==> src/rtl/dog_dt_rd_if.sv <==
// Streaming interface of the distance-transform read feeder: start/status,
// RAM read port and the filtered sample stream towards the writer.
interface dog_dt_rd_if;
    logic        start;
    logic        rd_en;
    logic [15:0] rd_addr;
    logic [7:0]  rd_data;
    logic        busy;
    logic        valid_out;
    logic [7:0]  data_out;
    logic        done;

    modport master (
        input  start, rd_data,
        output rd_en, rd_addr, busy, valid_out, data_out, done
    );

    modport slave (
        output start, rd_data,
        input  rd_en, rd_addr, busy, valid_out, data_out, done
    );
endinterface

==> src/rtl/dog_dt_rd.sv <==
// Read-side feeder: streams a 256x256 image row-wise then column-wise through a
// 13-tap sliding minimum, emitting 262 samples per line (6 warm-up + 256 centred).
//
//   state | meaning
//   IDLE  | waiting for start
//   ROW   | pass 0, one slot per cycle, address {line, idx}
//   GAP   | idle cycles so the last row write lands before column reads
//   COL   | pass 1, one slot per cycle, address {idx, line}
module dog_dt_rd #(
    parameter logic [7:0] PAD_VAL    = 8'hff,
    parameter int         GAP_CYCLES = 8
) (
    input logic         clk,
    input logic         rst_n,
    dog_dt_rd_if.master bus
);

    localparam logic [8:0] SLOT_LAST = 9'd261;
    localparam logic [7:0] LINE_LAST = 8'd255;
    localparam logic [7:0] GAP_LOAD  = 8'(GAP_CYCLES - 1);

    typedef enum logic [1:0] {IDLE, ROW, GAP, COL} state_t;

    state_t     state, state_nxt;
    logic [8:0] slot, slot_nxt;
    logic [7:0] line, line_nxt;
    logic [7:0] gap_cnt, gap_cnt_nxt;
    logic       issue, line_end, pass_end, accept;
    logic       s1_valid, s1_pad, s1_first, s1_last;
    logic [7:0] sample, win_min;
    logic [7:0] taps [13];
    logic [7:0] taps_nxt [13];
    logic       busy_r, valid_r, done_r;
    logic [7:0] data_r;

    assign issue    = (state == ROW) || (state == COL);
    assign line_end = (slot == SLOT_LAST);
    assign pass_end = line_end && (line == LINE_LAST);
    assign accept   = (state == IDLE) && bus.start && !busy_r;

    always_comb begin
        state_nxt   = state;
        slot_nxt    = slot;
        line_nxt    = line;
        gap_cnt_nxt = gap_cnt;
        if (issue) begin
            if (line_end) begin
                slot_nxt = '0;
                line_nxt = line + 8'd1;
            end else begin
                slot_nxt = slot + 9'd1;
            end
        end
        case (state)
            IDLE: if (accept) state_nxt = ROW;
            ROW: begin
                if (pass_end) begin
                    state_nxt   = GAP;
                    gap_cnt_nxt = GAP_LOAD;
                end
            end
            GAP: begin
                if (gap_cnt == 8'd0) state_nxt = COL;
                else                 gap_cnt_nxt = gap_cnt - 8'd1;
            end
            COL: if (pass_end) state_nxt = IDLE;
            default: state_nxt = IDLE;
        endcase
    end

    always_ff @(posedge clk or negedge rst_n) begin
        if (!rst_n) begin
            state   <= IDLE;
            slot    <= '0;
            line    <= '0;
            gap_cnt <= '0;
        end else begin
            state   <= state_nxt;
            slot    <= slot_nxt;
            line    <= line_nxt;
            gap_cnt <= gap_cnt_nxt;
        end
    end

    assign bus.rd_en   = issue && !slot[8];
    assign bus.rd_addr = (state == COL) ? {slot[7:0], line} : {line, slot[7:0]};

    // A line-start sample flushes the older taps so nothing leaks across lines.
    assign sample = s1_pad ? PAD_VAL : bus.rd_data;

    always_comb begin
        taps_nxt[0] = sample;
        for (int i = 1; i < 13; i++) begin
            taps_nxt[i] = s1_first ? PAD_VAL : taps[i-1];
        end
    end

    always_comb begin
        win_min = taps_nxt[0];
        for (int i = 1; i < 13; i++) begin
            if (taps_nxt[i] < win_min) win_min = taps_nxt[i];
        end
    end

    always_ff @(posedge clk or negedge rst_n) begin
        if (!rst_n) begin
            s1_valid <= 1'b0;
            s1_pad   <= 1'b0;
            s1_first <= 1'b0;
            s1_last  <= 1'b0;
            valid_r  <= 1'b0;
            done_r   <= 1'b0;
            data_r   <= '0;
            busy_r   <= 1'b0;
            for (int i = 0; i < 13; i++) taps[i] <= PAD_VAL;
        end else begin
            s1_valid <= issue;
            s1_pad   <= slot[8];
            s1_first <= (slot == 9'd0);
            s1_last  <= (state == COL) && pass_end;
            valid_r  <= s1_valid;
            done_r   <= s1_last;
            if (s1_valid) begin
                data_r <= win_min;
                for (int i = 0; i < 13; i++) taps[i] <= taps_nxt[i];
            end
            if (accept)      busy_r <= 1'b1;
            else if (done_r) busy_r <= 1'b0;
        end
    end

    assign bus.busy      = busy_r;
    assign bus.valid_out = valid_r;
    assign bus.data_out  = data_r;
    assign bus.done      = done_r;

endmodule

==> src/flat_wrapper.sv <==
// flat-port wrapper written by rule: the top's interface ports become plain ports
module dog_dt_rd_flat 
#(
    parameter logic [7:0] PAD_VAL    = 8'hff,
    parameter int         GAP_CYCLES = 8
)
  (clk, rst_n, bus_start, bus_rd_data, bus_rd_en, bus_rd_addr, bus_busy, bus_valid_out, bus_data_out, bus_done);
  dog_dt_rd_if bus_i ();
  input logic clk;
  input logic rst_n;
  input wire logic [$bits(bus_i.start)-1:0] bus_start;
  input wire logic [$bits(bus_i.rd_data)-1:0] bus_rd_data;
  output wire logic [$bits(bus_i.rd_en)-1:0] bus_rd_en;
  output wire logic [$bits(bus_i.rd_addr)-1:0] bus_rd_addr;
  output wire logic [$bits(bus_i.busy)-1:0] bus_busy;
  output wire logic [$bits(bus_i.valid_out)-1:0] bus_valid_out;
  output wire logic [$bits(bus_i.data_out)-1:0] bus_data_out;
  output wire logic [$bits(bus_i.done)-1:0] bus_done;
  assign bus_i.start = bus_start;
  assign bus_i.rd_data = bus_rd_data;
  assign bus_rd_en = bus_i.rd_en;
  assign bus_rd_addr = bus_i.rd_addr;
  assign bus_busy = bus_i.busy;
  assign bus_valid_out = bus_i.valid_out;
  assign bus_data_out = bus_i.data_out;
  assign bus_done = bus_i.done;
  dog_dt_rd #(.PAD_VAL(PAD_VAL), .GAP_CYCLES(GAP_CYCLES)) u_core (.clk(clk), .rst_n(rst_n), .bus(bus_i));
endmodule
==> config.mk <==
export PLATFORM = sky130hd
export DESIGN_NAME = dog_dt_rd_flat
export DESIGN_NICKNAME = d
export VERILOG_FILES = /design/src/rtl/dog_dt_rd_if.sv /design/src/rtl/dog_dt_rd.sv /design/src/flat_wrapper.sv
export SDC_FILE = /design/constraint.sdc
export NUM_CORES = 1
export LEC_CHECK = 0
export BUFFER_PORTS_ARGS = -buffer_cell sky130_fd_sc_hd__buf_2
export CORE_UTILIZATION = 45
export CTS_BUF_LIST = sky130_fd_sc_hd__clkbuf_2
export DETAILED_ROUTE_END_ITERATION = 8
export PLACE_DENSITY = 0.69
export SYNTH_ARGS = -nofsm -noshare
export SYNTH_HDL_FRONTEND = slang
export SYNTH_SLANG_ARGS = --single-unit
==> constraint.sdc <==
create_clock -name clk -period 29.7 [get_ports clk]
set_input_delay 2.97 -clock clk [delete_from_list [all_inputs] [get_ports clk]]
set_output_delay 2.97 -clock clk [all_outputs]
set_load 0.01 [all_outputs]
# After elaboration in Yosys (flattened, before gate mapping)

Index checks and enable logic that the tools add are counted.
W data, S select, Z words.

Flip-flop bits (word level): 138
Bits in latches: 0
Memory bits (writable): 0
Bits in read-only memories: 0
Output and inout port bits: 28
Logic and storage cells: 102
Memories: 0

Add/subtract/negate cells: 3
$mul: 0
Divide/modulo/power cells: 0
$lt $le $gt $ge: 12
Equal/unequal tests: 10
Shifts and indexed selects: 0
Muxes and demuxes: 37
Bitwise logic cells: 0
Reduce and logical (&&, ||, !) cells: 16

Operators by type and width:

| cell                  | number |
|---|---|
| $mux W8               | 27 |
| $lt A8 B8 Y1          | 12 |
| $mux W16              | 1 |
| $pmux W8 S2           | 1 |
| $add A9 B1 Y9 const B | 1 |
| $eq A9 B9 Y1 const B  | 1 |
| $logic_not A9 Y1      | 1 |
| $mux W9               | 1 |
| $add A8 B1 Y8 const B | 1 |
| $eq A8 B8 Y1 const B  | 1 |
| $logic_not A8 Y1      | 1 |
| $mux W2               | 4 |
| $ne A2 B1 Y1 const B  | 4 |
| $pmux W2 S4           | 1 |
| $sub A8 B1 Y8 const B | 1 |
| $logic_and A1 B1 Y1   | 5 |
| $eq A2 B2 Y1 const B  | 2 |
| $reduce_and A4 Y1     | 1 |
| $reduce_bool A2 Y1    | 2 |
| $reduce_and A3 Y1     | 1 |
| $eq A2 B1 Y1 const B  | 1 |
| $logic_not A1 Y1      | 2 |
| $logic_not A2 Y1      | 1 |
| $mux W1               | 2 |
| 3 further kinds       | 3 |

# Depth between registers and ports, before layout

Gate-level depths: netlist (run 1).

Depth in word-level cells: 25
Gate-level depth with buffers: 127
Gate-level depth less buffers: 113

# Least setup slack after synthesis (run 1)

Ideal clock, no wire load.

Kind: input port to flip-flop
Start: in bus_rd_data[7]
End: reg u_core.data_r[1], in the netlist u_core.bus.data_out[1]
Arrival time: 24.576 ns
Slack: 4.963 ns
Cell stages on the path: 108
Path buffers: 7
Cell sequence: nor2_1 > ha_1 > and3_1 > and3_1 > o211a_1 > or3_1 > buf_2 > clkbuf_1 > o21ai_0 > ha_1 > a21o_1 > a21o_1 > a21o_1 > a2111oi_2 > o2bb2ai_4 > mux2_2 > ha_1 > a41oi_1 > [72 not listed] > a221o_1 > ha_1 > nor2b_1 > o21ai_0 > nand2b_1 > a2111oi_0 > nand3_1 > o21ai_1 > mux2_2 > ha_1 > a21oi_1 > nor2b_1 > o21ai_0 > nand2_1 > nor2_1 > nand2_1 > o311ai_1 > o221ai_1

Cells in the longest elaborated chain, start to end: 25

Ends and longest elaborated chain:

| element              | RTL line           | RTL |
|---|---|---|
| from (decl)          | flat_wrapper.sv:12 | `input wire logic [$bits(bus_i.rd_data)-1:0] bus_rd_data;` |
| $mux W8 (*)          | dog_dt_rd.sv:89    | `assign sample = s1_pad ? PAD_VAL : bus.rd_data;` |
| $lt A8 B8 Y1         | dog_dt_rd.sv:101   | `if (taps_nxt[i] < win_min) win_min = taps_nxt[i];` |
| $mux W8 (*)          | dog_dt_rd.sv:101   |  |
| $lt A8 B8 Y1         | dog_dt_rd.sv:101   |  |
| $mux W8 (*)          | dog_dt_rd.sv:101   |  |
| $lt A8 B8 Y1         | dog_dt_rd.sv:101   |  |
| $mux W8 (*)          | dog_dt_rd.sv:101   |  |
| $lt A8 B8 Y1         | dog_dt_rd.sv:101   |  |
| [9 not listed]       | -                  |  |
| $lt A8 B8 Y1         | dog_dt_rd.sv:101   |  |
| $mux W8 (*)          | dog_dt_rd.sv:101   |  |
| $lt A8 B8 Y1         | dog_dt_rd.sv:101   |  |
| $mux W8 (*)          | dog_dt_rd.sv:101   |  |
| $lt A8 B8 Y1         | dog_dt_rd.sv:101   |  |
| $mux W8 (*)          | dog_dt_rd.sv:101   |  |
| $lt A8 B8 Y1         | dog_dt_rd.sv:101   |  |
| $mux W8 (*)          | dog_dt_rd.sv:101   |  |
| to (signal assigned) | dog_dt_rd.sv:124   | `data_r <= win_min;` |
| to (decl)            | dog_dt_rd.sv:34    | `logic [7:0] data_r;` |

Mark *: on every way between the ends. The rest lies on a longest branch, timed or not.
A chain may end at the register's enable or synchronous reset.

# Worst setup path after layout (run 1)

Start: in bus_rd_data[7]
End: reg u_core.data_r[3], in the netlist u_core.bus.data_out[3]

The elaborated chain is that of the path after synthesis.

==> results of run 1 <==
-- cells in the mapped netlist, drive strengths merged (10+ instances only) --
library cell / n
clkbuf: 42
or2: 27
a211oi: 14
dfstp: 96
nand2: 84
nand4: 12
o21ai: 78
mux2: 50
nand3: 33
mux2i: 15
a21oi: 136
a21o: 14
ha: 75
nor2: 220
and3: 12
dfrtp: 42
inv: 87
or3: 12
nor2b: 10
nor3: 14
xnor2: 12
and2: 13
o211ai: 10
a31oi: 12
-- metrics by stage --
stage | worst slack, ns | hold slack, ns | instance area [µm²] | std cells
finish | 2.483 | 0.3861 | 10990 | 1557
global route | 0.4095 | 0.4084 | 10990 | 1557
CTS | 2.784 | 0.3900 | 10990 | 1555
detailed placement | 1.996 | 0.3394 | 10740 | 1523
global placement | 2.641 | 0.3423 | 10740 | 1523
floorplan | 4.963 | 0.3312 | 10330 | 1245
-- cells in the final DEF, fill, tap and decap left out, types with 11 or more instances in the layout --
master                     instances
sky130_fd_sc_hd__and2_1           11
sky130_fd_sc_hd__nand3_1          33
sky130_fd_sc_hd__dfstp_2          96
sky130_fd_sc_hd__nor3_1           14
sky130_fd_sc_hd__nand4_1          12
sky130_fd_sc_hd__buf_2            37
sky130_fd_sc_hd__nand2_1          84
sky130_fd_sc_hd__and3_1           12
sky130_fd_sc_hd__clkbuf_2         18
sky130_fd_sc_hd__inv_1            85
sky130_fd_sc_hd__nor2_1          219
sky130_fd_sc_hd__mux2i_1          15
sky130_fd_sc_hd__or2_2            24
sky130_fd_sc_hd__a21oi_1         135
sky130_fd_sc_hd__a211oi_1         12
sky130_fd_sc_hd__xnor2_1          12
sky130_fd_sc_hd__o21ai_0          69
sky130_fd_sc_hd__a21o_1           14
sky130_fd_sc_hd__ha_1             75
sky130_fd_sc_hd__dfrtp_1          40
sky130_fd_sc_hd__mux2_2           49
-- layout make-up --
type	instances	area [µm²]	area share
well taps	285	356.6	0.03244
clock buffers	18	90.09	0.008195
diodes	2	5.005	0.0004553
clock inverters	14	158.9	0.01445
repair buffers	43	234.0	0.02128
multi-input cells	970	6241	0.5677
inverters	87	326.6	0.02971
flip-flops and latches	138	3581	0.3257
-- state kept, by name, indices dropped and copies added (netlist names) --
register and count:
u_core.s1_valid 1, u_core.state 2, u_core.taps 96, u_core.bus.done 1, u_core.bus.busy 1, u_core.line 8
u_core.bus.data_out 8, u_core.s1_pad 1, u_core.gap_cnt 8, u_core.s1_first 1, u_core.bus.valid_out 1, u_core.slot 9
u_core.s1_last 1
-- cells by family after synthesis --
| kind of cell | share of synthesized area |
|---|---|
| compound gates | 0.2163 |
| xor+xnor | 0.01610 |
| fa+ha+maj | 0.09770 |
| buf+inv | 0.05036 |
| flops | 0.3458 |
| mux | 0.06937 |
| simple gates | 0.2044 |
-- critical path: cells and delay by family --
family          cells  cell delay (ns)
buf+inv             2             0.28
mux                 4             1.33
simple gates       37             6.99
compound gates     49            12.46
fa+ha+maj          12             3.67
-- per-layer routing --
metal  up-vias  part of all wire
met5         -                 0
met4         0             0.019
met3        36             0.034
met2       167              0.49
met1      4182              0.45
li1       4429                 -
-- worst max path at each step --
stage              startpoint                      to  cells after the start
2_1_floorplan  bus_rd_data[7]  u_core.bus.data_out[1]                    108
3_3_place_gp   bus_rd_data[6]  u_core.bus.data_out[3]                    104
3_5_place_dp   bus_rd_data[7]  u_core.bus.data_out[3]                    104
4_1_cts        bus_rd_data[7]  u_core.bus.data_out[5]                    104
5_1_grt        bus_rd_data[7]  u_core.bus.data_out[5]                    102
6_report       bus_rd_data[7]  u_core.bus.data_out[3]                    104
==> flow_summary.ini, run 1 <==
[timing]
setup_viol = 0
timing_worst_slew_pin_value_ns = 0.8437
final.period_utilization = 0.9164
timing.final.max_slew_violations = 0
period_needed_ns = 27.22
clock-skew-final_ns = 0.06134
tns_ns = 0
rsz0062_at_grt = no
maxSlewHeadroom = 0.4375
hold_viol = 0
maxClockFrequency_ghz = 0.03674

[synth]
mappedNetlistArea_mm2 = 0.01033
synth.area.top_cells = sky130_fd_sc_hd__dfstp_2, sky130_fd_sc_hd__dfrtp_1, sky130_fd_sc_hd__ha_1
netlist-cell-type-count = 80
synth-main-ff-cell = sky130_fd_sc_hd__dfstp_2
netlist_instances = 1245
synth_sequential_area_ratio = 0.3458
synth-async-reset-ratio = 1.000
synth_edf_count = 0
synth-seq-cells = 138
synth_top_cell_area_share = 0.2441
synth_area_per_inst_um2 = 8.301
synth_largest_area_cell = sky130_fd_sc_hd__dfstp_2
yosys_warnings = 0
post_synthesis_net_count = 1331

[clock_tree]
clkTransAtPathRegs_ns = 0.24
clkLatencyLatePin_ns = 0.72
post_cts_resize_count = 0
cts_made_buffers = 17
postCtsSetupBuffers = 0
cts.hold.buffers_added = 0
cts.htree.levels = 4
cts_root_buf = sky130_fd_sc_hd__clkbuf_2
tritoncts_clock_tree = yes
clkSinkCount = 138
clockBufferDepth = 2

[worst_setup_path]
critical_path.slowest_cell = sky130_fd_sc_hd__o311ai_1
worstSetupEndpointType = flip-flop
arrival_time_of_the_worst_setup_path_ns = 27.81
rr_endpoint = u_core.bus.data_out[3]
cp.required_ns = 30.29
critical_path.max_stage_delay_ns = 0.72
crit_reg_reg_startpoint = u_core.s1_first
reg2regPathDepth = 105
ff2ff_setup_slack_ns = 3.28
critical-path-top-cell-by-count = sky130_fd_sc_hd__ha_1
critical_path_class = input port to flip-flop
crit_path_start_kind = input port
largest_fanout_on_the_critical_path = 15

[global_route]
globalRouteOverflowTotal = 0
grt_util_met3 = 0.03157
pin_count_of_the_biggest_net_entering_global_routing = 88
globalRouteTotalUtil = 0.2105
wire_length_of_the_first_global_routing_pass_mm = 40.72
antenna_found_initial = 1
grt_pass1_vias = 8456
global_route.peak_usage_layer = met2
met2_usage = 0.3677
grt_util_met1 = 0.2664

[die]
std_cell_core_area_mm2 = 0.02257
floorplan.die.width_um = 153.5
floorplan.rows = 55
dieHeight_um = 153.5
initial_core_util = 0.4579
floorplan.io_pins = 39
die_area_mm2 = 0.02358

[final_layout]
fin_util = 0.4870
nNetsFinal = 1343
filler_cell_count = 2158
drive_above_1_share = 0.2126
areaGrowthSynthToFinish_pct = 6.368

[routing]
drc = 0
dr_total_vias = 8814
drtIter0Drc = 577
route.antenna.remaining_nets = 0
drt-vias-per-instance = 5.661
drt_wl_total_mm = 24.25
avgRoutedWirePerCell_um = 15.58
drtPass1Iterations = 6

[min_path]
holdPathStages = 0
worst_hold_startpoint = u_core.s1_last
hold_path_end = u_core.bus.done
timing.hold.worst.class = flip-flop to flip-flop

[placement]
dp_hpwl_mm = 18.26
place.gp.congestion = 0.8951
place.port_buffers = 38

[status]
run_status = finished, final reports clean

[job]
cap_viol_max_count = 0
Power of run 1 is left out: the tool's default activity adds up to more than one toggle a clock period on the data nets, which glitch-free logic cannot reach.
==> run 2, diff against run 1 <==
- ABC_AREA: default -> 1
==> flow_summary.ini, run 2 <==
[synth]
mappedNetlistArea_mm2 = 0.009867
synth-seq-cells = 138
netlist_instances = 1362
post_synthesis_compound_gate_area_fraction = 0.1201
synth_sequential_area_ratio = 0.3622
ys_top_cells_by_count = sky130_fd_sc_hd__nand2_1, sky130_fd_sc_hd__o21ai_0, sky130_fd_sc_hd__nor2_1
synth_top_family_by_area = simple AND/OR/NAND/NOR gates
synth-main-ff-cell = sky130_fd_sc_hd__dfstp_2
share_of_synthesized_cell_area_in_full_adder_half_adder_and_majority_cells = 0.09511
synth-xor-area-share = 0.007989
synth_top_cell_area_share = 0.2556
post_synth_and_or_nand_nor_area_fraction = 0.3182
synth_largest_area_cell = sky130_fd_sc_hd__dfstp_2
synth.area.top_cells = sky130_fd_sc_hd__dfstp_2, sky130_fd_sc_hd__nand2_1, sky130_fd_sc_hd__dfrtp_1
synth_area_per_inst_um2 = 7.244
synth-async-reset-ratio = 1.000
synthMostInstantiatedCell = sky130_fd_sc_hd__nand2_1
synth.mux.area_fraction = 0
synth_edf_count = 0
yosys_warnings = 0
post_synthesis_net_count = 1448
netlist-cell-type-count = 36

[die]
floorplan.io_pins = 39
floorplan.rows = 53
initial_core_util = 0.4635
std_cell_core_area_mm2 = 0.02129
die_area_mm2 = 0.02252
dieHeight_um = 150.1
floorplan.die.width_um = 150.1

[min_path]
worst_hold_startpoint = u_core.s1_last
holdPathStages = 0
hold_path_end = u_core.bus.done
timing.hold.worst.class = flip-flop to flip-flop

[worst_setup_path]
reg2regPathDepth = 76
setup.worst_path.start = bus_rd_data[5]
cp.required_ns = 30.38
ff2ff_setup_slack_ns = 10.84
crit_reg_reg_startpoint = u_core.s1_first
crit_path_start_kind = input port
rr_endpoint = u_core.bus.data_out[3]
critical_path.max_stage_delay_ns = 0.65
cpLargestDelayFamily = compound AO/OA/AOI/OAI gates
worstSetupEndpointType = flip-flop
critical_path.slowest_cell = sky130_fd_sc_hd__a211oi_1
arrival_time_of_the_worst_setup_path_ns = 21.18
critical_path_class = input port to flip-flop
worst-path-buf-inv = 2
largest_fanout_on_the_critical_path = 15

[final_layout]
largest_register_ffs = 96
mostFrequentLayoutCell = sky130_fd_sc_hd__nand2_1
drive_above_1_share = 0.1844
regMostFlops = u_core.taps
finalNonFillerCells = 1664
largest_registers = u_core.taps (96), u_core.slot (9)
nNetsFinal = 1461
filler_cell_count = 2136
highest_count_cells_in_the_layout_ignoring_fill_and_taps = sky130_fd_sc_hd__nand2_1, sky130_fd_sc_hd__o21ai_0, sky130_fd_sc_hd__nor2_1
areaGrowthSynthToFinish_pct = 5.149

[routing]
avgRoutedWirePerCell_um = 12.22
drc = 0
drt-vias-per-instance = 5.019
route.antenna.remaining_nets = 0
drtIter0Drc = 370
drtPass1Iterations = 6
drt_wl_total_mm = 20.34
dr_total_vias = 8351

[global_route]
grt_pass1_vias = 7984
antenna_found_initial = 1
globalRouteTotalUtil = 0.1913
wire_length_of_the_first_global_routing_pass_mm = 35.36
pin_count_of_the_biggest_net_entering_global_routing = 127
globalRouteOverflowTotal = 0

[timing]
rsz0062_at_grt = no
timing_worst_slew_pin_value_ns = 1.023
maxClockFrequency_ghz = 0.04878
clock-skew-final_ns = 0.03527
hold_viol = 0
final.period_utilization = 0.6903
maxSlewHeadroom = 0.3180
tns_ns = 0
timing.final.max_slew_violations = 0
period_needed_ns = 20.50
setup_viol = 0

[job]
cap_viol_max_count = 0

[clock_tree]
post_cts_resize_count = 0
clkTransAtPathRegs_ns = 0.26
cts_made_buffers = 17
cts.htree.levels = 4
postCtsSetupBuffers = 0
clkLatencyLatePin_ns = 0.72
tritoncts_clock_tree = yes
clockBufferDepth = 2
cts_root_buf = sky130_fd_sc_hd__clkbuf_2
clkSinkCount = 138
cts.hold.buffers_added = 0

[placement]
place.port_buffers = 38
place.gp.congestion = 0.8525
dp_hpwl_mm = 15.11
placedCellCount = 1631

[status]
run_status = finished, final reports clean

[pwr]
power.total_uw = 882.2
p_per_area_mw_per_mm2 = 85.03
static_leak_nw = 5.096
ir_worst_vdd_mv = 0.04666
-- run 2: cell types whose count changed in the layout (fill, tap and decap cells not counted), moves of 14 or more --
cell,previous run,this run
sky130_fd_sc_hd__nand2_1,84,343
sky130_fd_sc_hd__a21oi_1,135,24
sky130_fd_sc_hd__o21ai_0,69,180
sky130_fd_sc_hd__inv_1,85,150
sky130_fd_sc_hd__nand3_1,33,97
sky130_fd_sc_hd__nor2_1,219,161
sky130_fd_sc_hd__mux2_2,49,0
sky130_fd_sc_hd__nand2_2,0,46
sky130_fd_sc_hd__or2_2,24,0
sky130_fd_sc_hd__nand2_4,0,20
sky130_fd_sc_hd__mux2i_1,15,0
sky130_fd_sc_hd__a21o_1,14,0
-- run 2: cells by family after synthesis --
group,after synthesis
fa+ha+maj,75
compound gates,227
simple gates,702
xor+xnor,9
flops,138
buf+inv,211
-- run 2: area by class of cell --
class,count,area (µm²),share of cell area
antenna,1,2.502,0.0002412
clock buffer,17,85.08,0.008201
clock inverter,15,177.7,0.01712
inverter,162,613.1,0.05909
multi-input combinational,1013,5341,0.5148
sequential,138,3577,0.3448
tap,275,344.1,0.03316
timing repair buffer,43,234.0,0.02255
-- run 2: where the power goes --
group          switching (mW)  total, mW  internal, mW
combinational           0.352      0.545         0.193
clock                  0.0806      0.123        0.0424
sequential            0.00625      0.214         0.208
total                   0.438      0.882         0.444
-- run 2: layer usage --
metal  vias to the layer above  global-route usage  routed length, µm
met5                         -                   0                  0
met4                         0             0.04596                208
met3                        14             0.03384                481
met2                        84              0.3368               9891
met1                      3852              0.2411               9760
li1                       4401                   -                  -
-- run 2: how the worst max path moves through the flow --
stage	cells after the start	to	slack, ns
CTS	76	u_core.bus.data_out[3]	9.21
global placement	76	u_core.bus.data_out[5]	9.36
detailed placement	76	u_core.bus.data_out[3]	8.51
finish	76	u_core.bus.data_out[3]	9.20
floorplan	86	u_core.bus.data_out[0]	9.50
global route	76	u_core.bus.data_out[3]	7.18
-- run 2: per-stage QoR --
| step | hold slack [ns] | utilization | worst slack, ns | area (µm²) |
|---|---|---|---|---|
| floorplan | 0.3312 | - | 9.502 | 9867 |
| CTS | 0.4093 | 0.4873 | 9.208 | 10370 |
| global route | 0.4220 | 0.4874 | 7.179 | 10380 |
| detailed placement | 0.3412 | 0.4749 | 8.512 | 10110 |
| finish | 0.4021 | 0.4874 | 9.198 | 10380 |
| global placement | 0.3394 | 0.4749 | 9.356 | 10110 |
-- run 2: worst reg2reg max path: cells and delay by family, from the launching register on --
kind / cells / cell delay [ns]
AO/OA/AOI/OAI: 33 / 10.75
adder cells (fa/ha/maj): 12 / 3.60
buffers and inverters: 2 / 0.30
flip-flops: 1 / 0.65
AND/OR/NAND/NOR: 29 / 3.56
No activity file was read; power rests on OpenSTA's default activity.
==> run 3, diff against run 2 <==
- PLACE_DENSITY: 0.69 -> 0.71
- clock period: 29.7 -> 18 ns (I/O delays scaled with it)
==> flow_summary.ini, run 3 (synthesis results as in run 2) <==
[status]
run_status = finished, final reports clean

[final_layout]
largest_registers = u_core.taps (96), u_core.slot (9)
largest_register_ffs = 96
highest_count_cells_in_the_layout_ignoring_fill_and_taps = sky130_fd_sc_hd__nand2_1, sky130_fd_sc_hd__o21ai_0, sky130_fd_sc_hd__nor2_1
nNetsFinal = 1463
regMostFlops = u_core.taps
mostFrequentLayoutCell = sky130_fd_sc_hd__nand2_1
drive_above_1_share = 0.1899
areaGrowthSynthToFinish_pct = 5.973

[die]
floorplan.io_pins = 39
initial_core_util = 0.4635
floorplan.rows = 53
std_cell_core_area_mm2 = 0.02129
floorplan.die.width_um = 150.1
die_area_mm2 = 0.02252
dieHeight_um = 150.1

[min_path]
timing.hold.worst.class = flip-flop to flip-flop
hold_path_end = u_core.bus.done
holdPathStages = 0
worst_hold_startpoint = u_core.s1_last

[timing]
maxSlewHeadroom = 0.2676
clock-skew-final_ns = 0.03968
maxClockFrequency_ghz = 0.06084
period_needed_ns = 16.44
final.period_utilization = 0.9132
timing.final.max_slew_violations = 0
hold_viol = 0
tns_ns = 0
timing_worst_slew_pin_value_ns = 1.099
setup_viol = 0
whs_ns = 0.3934
rsz0062_at_grt = no

[worst_setup_path]
crit_path_start_kind = input port
reg2regPathDepth = 79
critical_path.slowest_cell = sky130_fd_sc_hd__o21ai_0
cp.required_ns = 18.66
rr_endpoint = u_core.bus.data_out[6]
critical_path.max_stage_delay_ns = 0.34
setup.worst_path.start = bus_rd_data[7]
critical_path_class = input port to flip-flop
crit_reg_reg_startpoint = u_core.s1_first
ff2ff_setup_slack_ns = 1.83
arrival_time_of_the_worst_setup_path_ns = 17.10
largest_fanout_on_the_critical_path = 15
worstSetupEndpointType = flip-flop

[global_route]
pin_count_of_the_biggest_net_entering_global_routing = 137
grt_pass1_vias = 8093
antenna_found_initial = 1
globalRouteOverflowTotal = 0
wire_length_of_the_first_global_routing_pass_mm = 35.71
globalRouteTotalUtil = 0.1929

[pwr]
static_leak_nw = 5.120
p_per_area_mw_per_mm2 = 144.5
power.total_mw = 1.511
ir_worst_vdd_mv = 0.09259

[routing]
drtPass1Iterations = 5
dr_total_vias = 8387
drt_wl_total_mm = 20.36
drt-vias-per-instance = 5.034
route.antenna.remaining_nets = 0
drtIter0Drc = 458
drc = 0
avgRoutedWirePerCell_um = 12.22

[placement]
place.port_buffers = 38
place.gp.congestion = 0.8666
dp_hpwl_mm = 14.95

[clock_tree]
clkSinkCount = 138
tritoncts_clock_tree = yes
clockBufferDepth = 2
cts.htree.levels = 4
clkTransAtPathRegs_ns = 0.26
clkLatencyLatePin_ns = 0.73
cts_root_buf = sky130_fd_sc_hd__clkbuf_2
cts_made_buffers = 17

[job]
cap_viol_max_count = 0
## run 3: changes by cell type in the layout (fill, tap and decap cells not counted), sizes merged
cell and delta:
buf +2, bufinv -1, clkinv +1
## run 3: worst max-delay path by stage
stage	endpoint	slack, ns	cells past startpoint
finish	u_core.bus.data_out[6]	1.56	79
global route	u_core.bus.data_out[3]	0.04	79
CTS	u_core.bus.data_out[6]	0.46	78
detailed placement	u_core.bus.data_out[7]	-0.34	77
global placement	u_core.bus.data_out[5]	0.48	81
floorplan	u_core.bus.data_out[0]	0.06	86
## run 3: timing repair
item                       in CTS  in global routing
setup endpoints to repair       0                  8
resized for setup               0                  9
setup buffers                   0                  1
hold buffers                    0                  0
## run 3: power by group
part	leakage, nW	switching, mW	internal, mW	total (mW)
Clock	0.146	0.133	0.0564	0.189
Sequential	1.53	0.0106	0.343	0.354
Combinational	3.44	0.610	0.358	0.968
## run 3: cell type report
class / count / area, µm²
Fill cell: 2111 / 10830
Multi-Input combinational cell: 1013 / 5416
Sequential cell: 138 / 3577
Inverter: 162 / 613.1
Tap cell: 275 / 344.1
Timing Repair Buffer: 45 / 261.5
Clock inverter: 15 / 156.4
Clock buffer: 17 / 85.08
Antenna cell: 1 / 2.502
## run 3: layer usage
| layer | GRT usage | up-vias | share of wire |
|---|---|---|---|
| met4 | 0.05455 | 0 | 0.0089 |
| met3 | 0.03567 | 15 | 0.028 |
| met1 | 0.2450 | 3857 | 0.47 |
| li1 | - | 4415 | - |
| met5 | 0 | - | 0 |
| met2 | 0.3329 | 100 | 0.49 |
## run 3: critical path, delay by kind of cell
kind / cells / cell delay (ns)
simple gates: 28 / 3.03
compound gates: 34 / 7.80
fa+ha+maj: 12 / 3.61
buf+inv: 5 / 0.83
## run 3: metrics by stage
| step | instance area (µm²) | setup slack, ns | utilization | cells |
|---|---|---|---|---|
| 2_1_floorplan | 9887 | 0.06238 | - | 1362 |
| 3_3_place_gp | 10140 | 0.4842 | 0.4762 | 1632 |
| 3_5_place_dp | 10140 | -0.3418 | 0.4762 | 1632 |
| 4_1_cts | 10380 | 0.4602 | 0.4876 | 1664 |
| 5_1_grt | 10460 | 0.03909 | 0.4912 | 1666 |
| 6_report | 10460 | 1.563 | 0.4912 | 1666 |
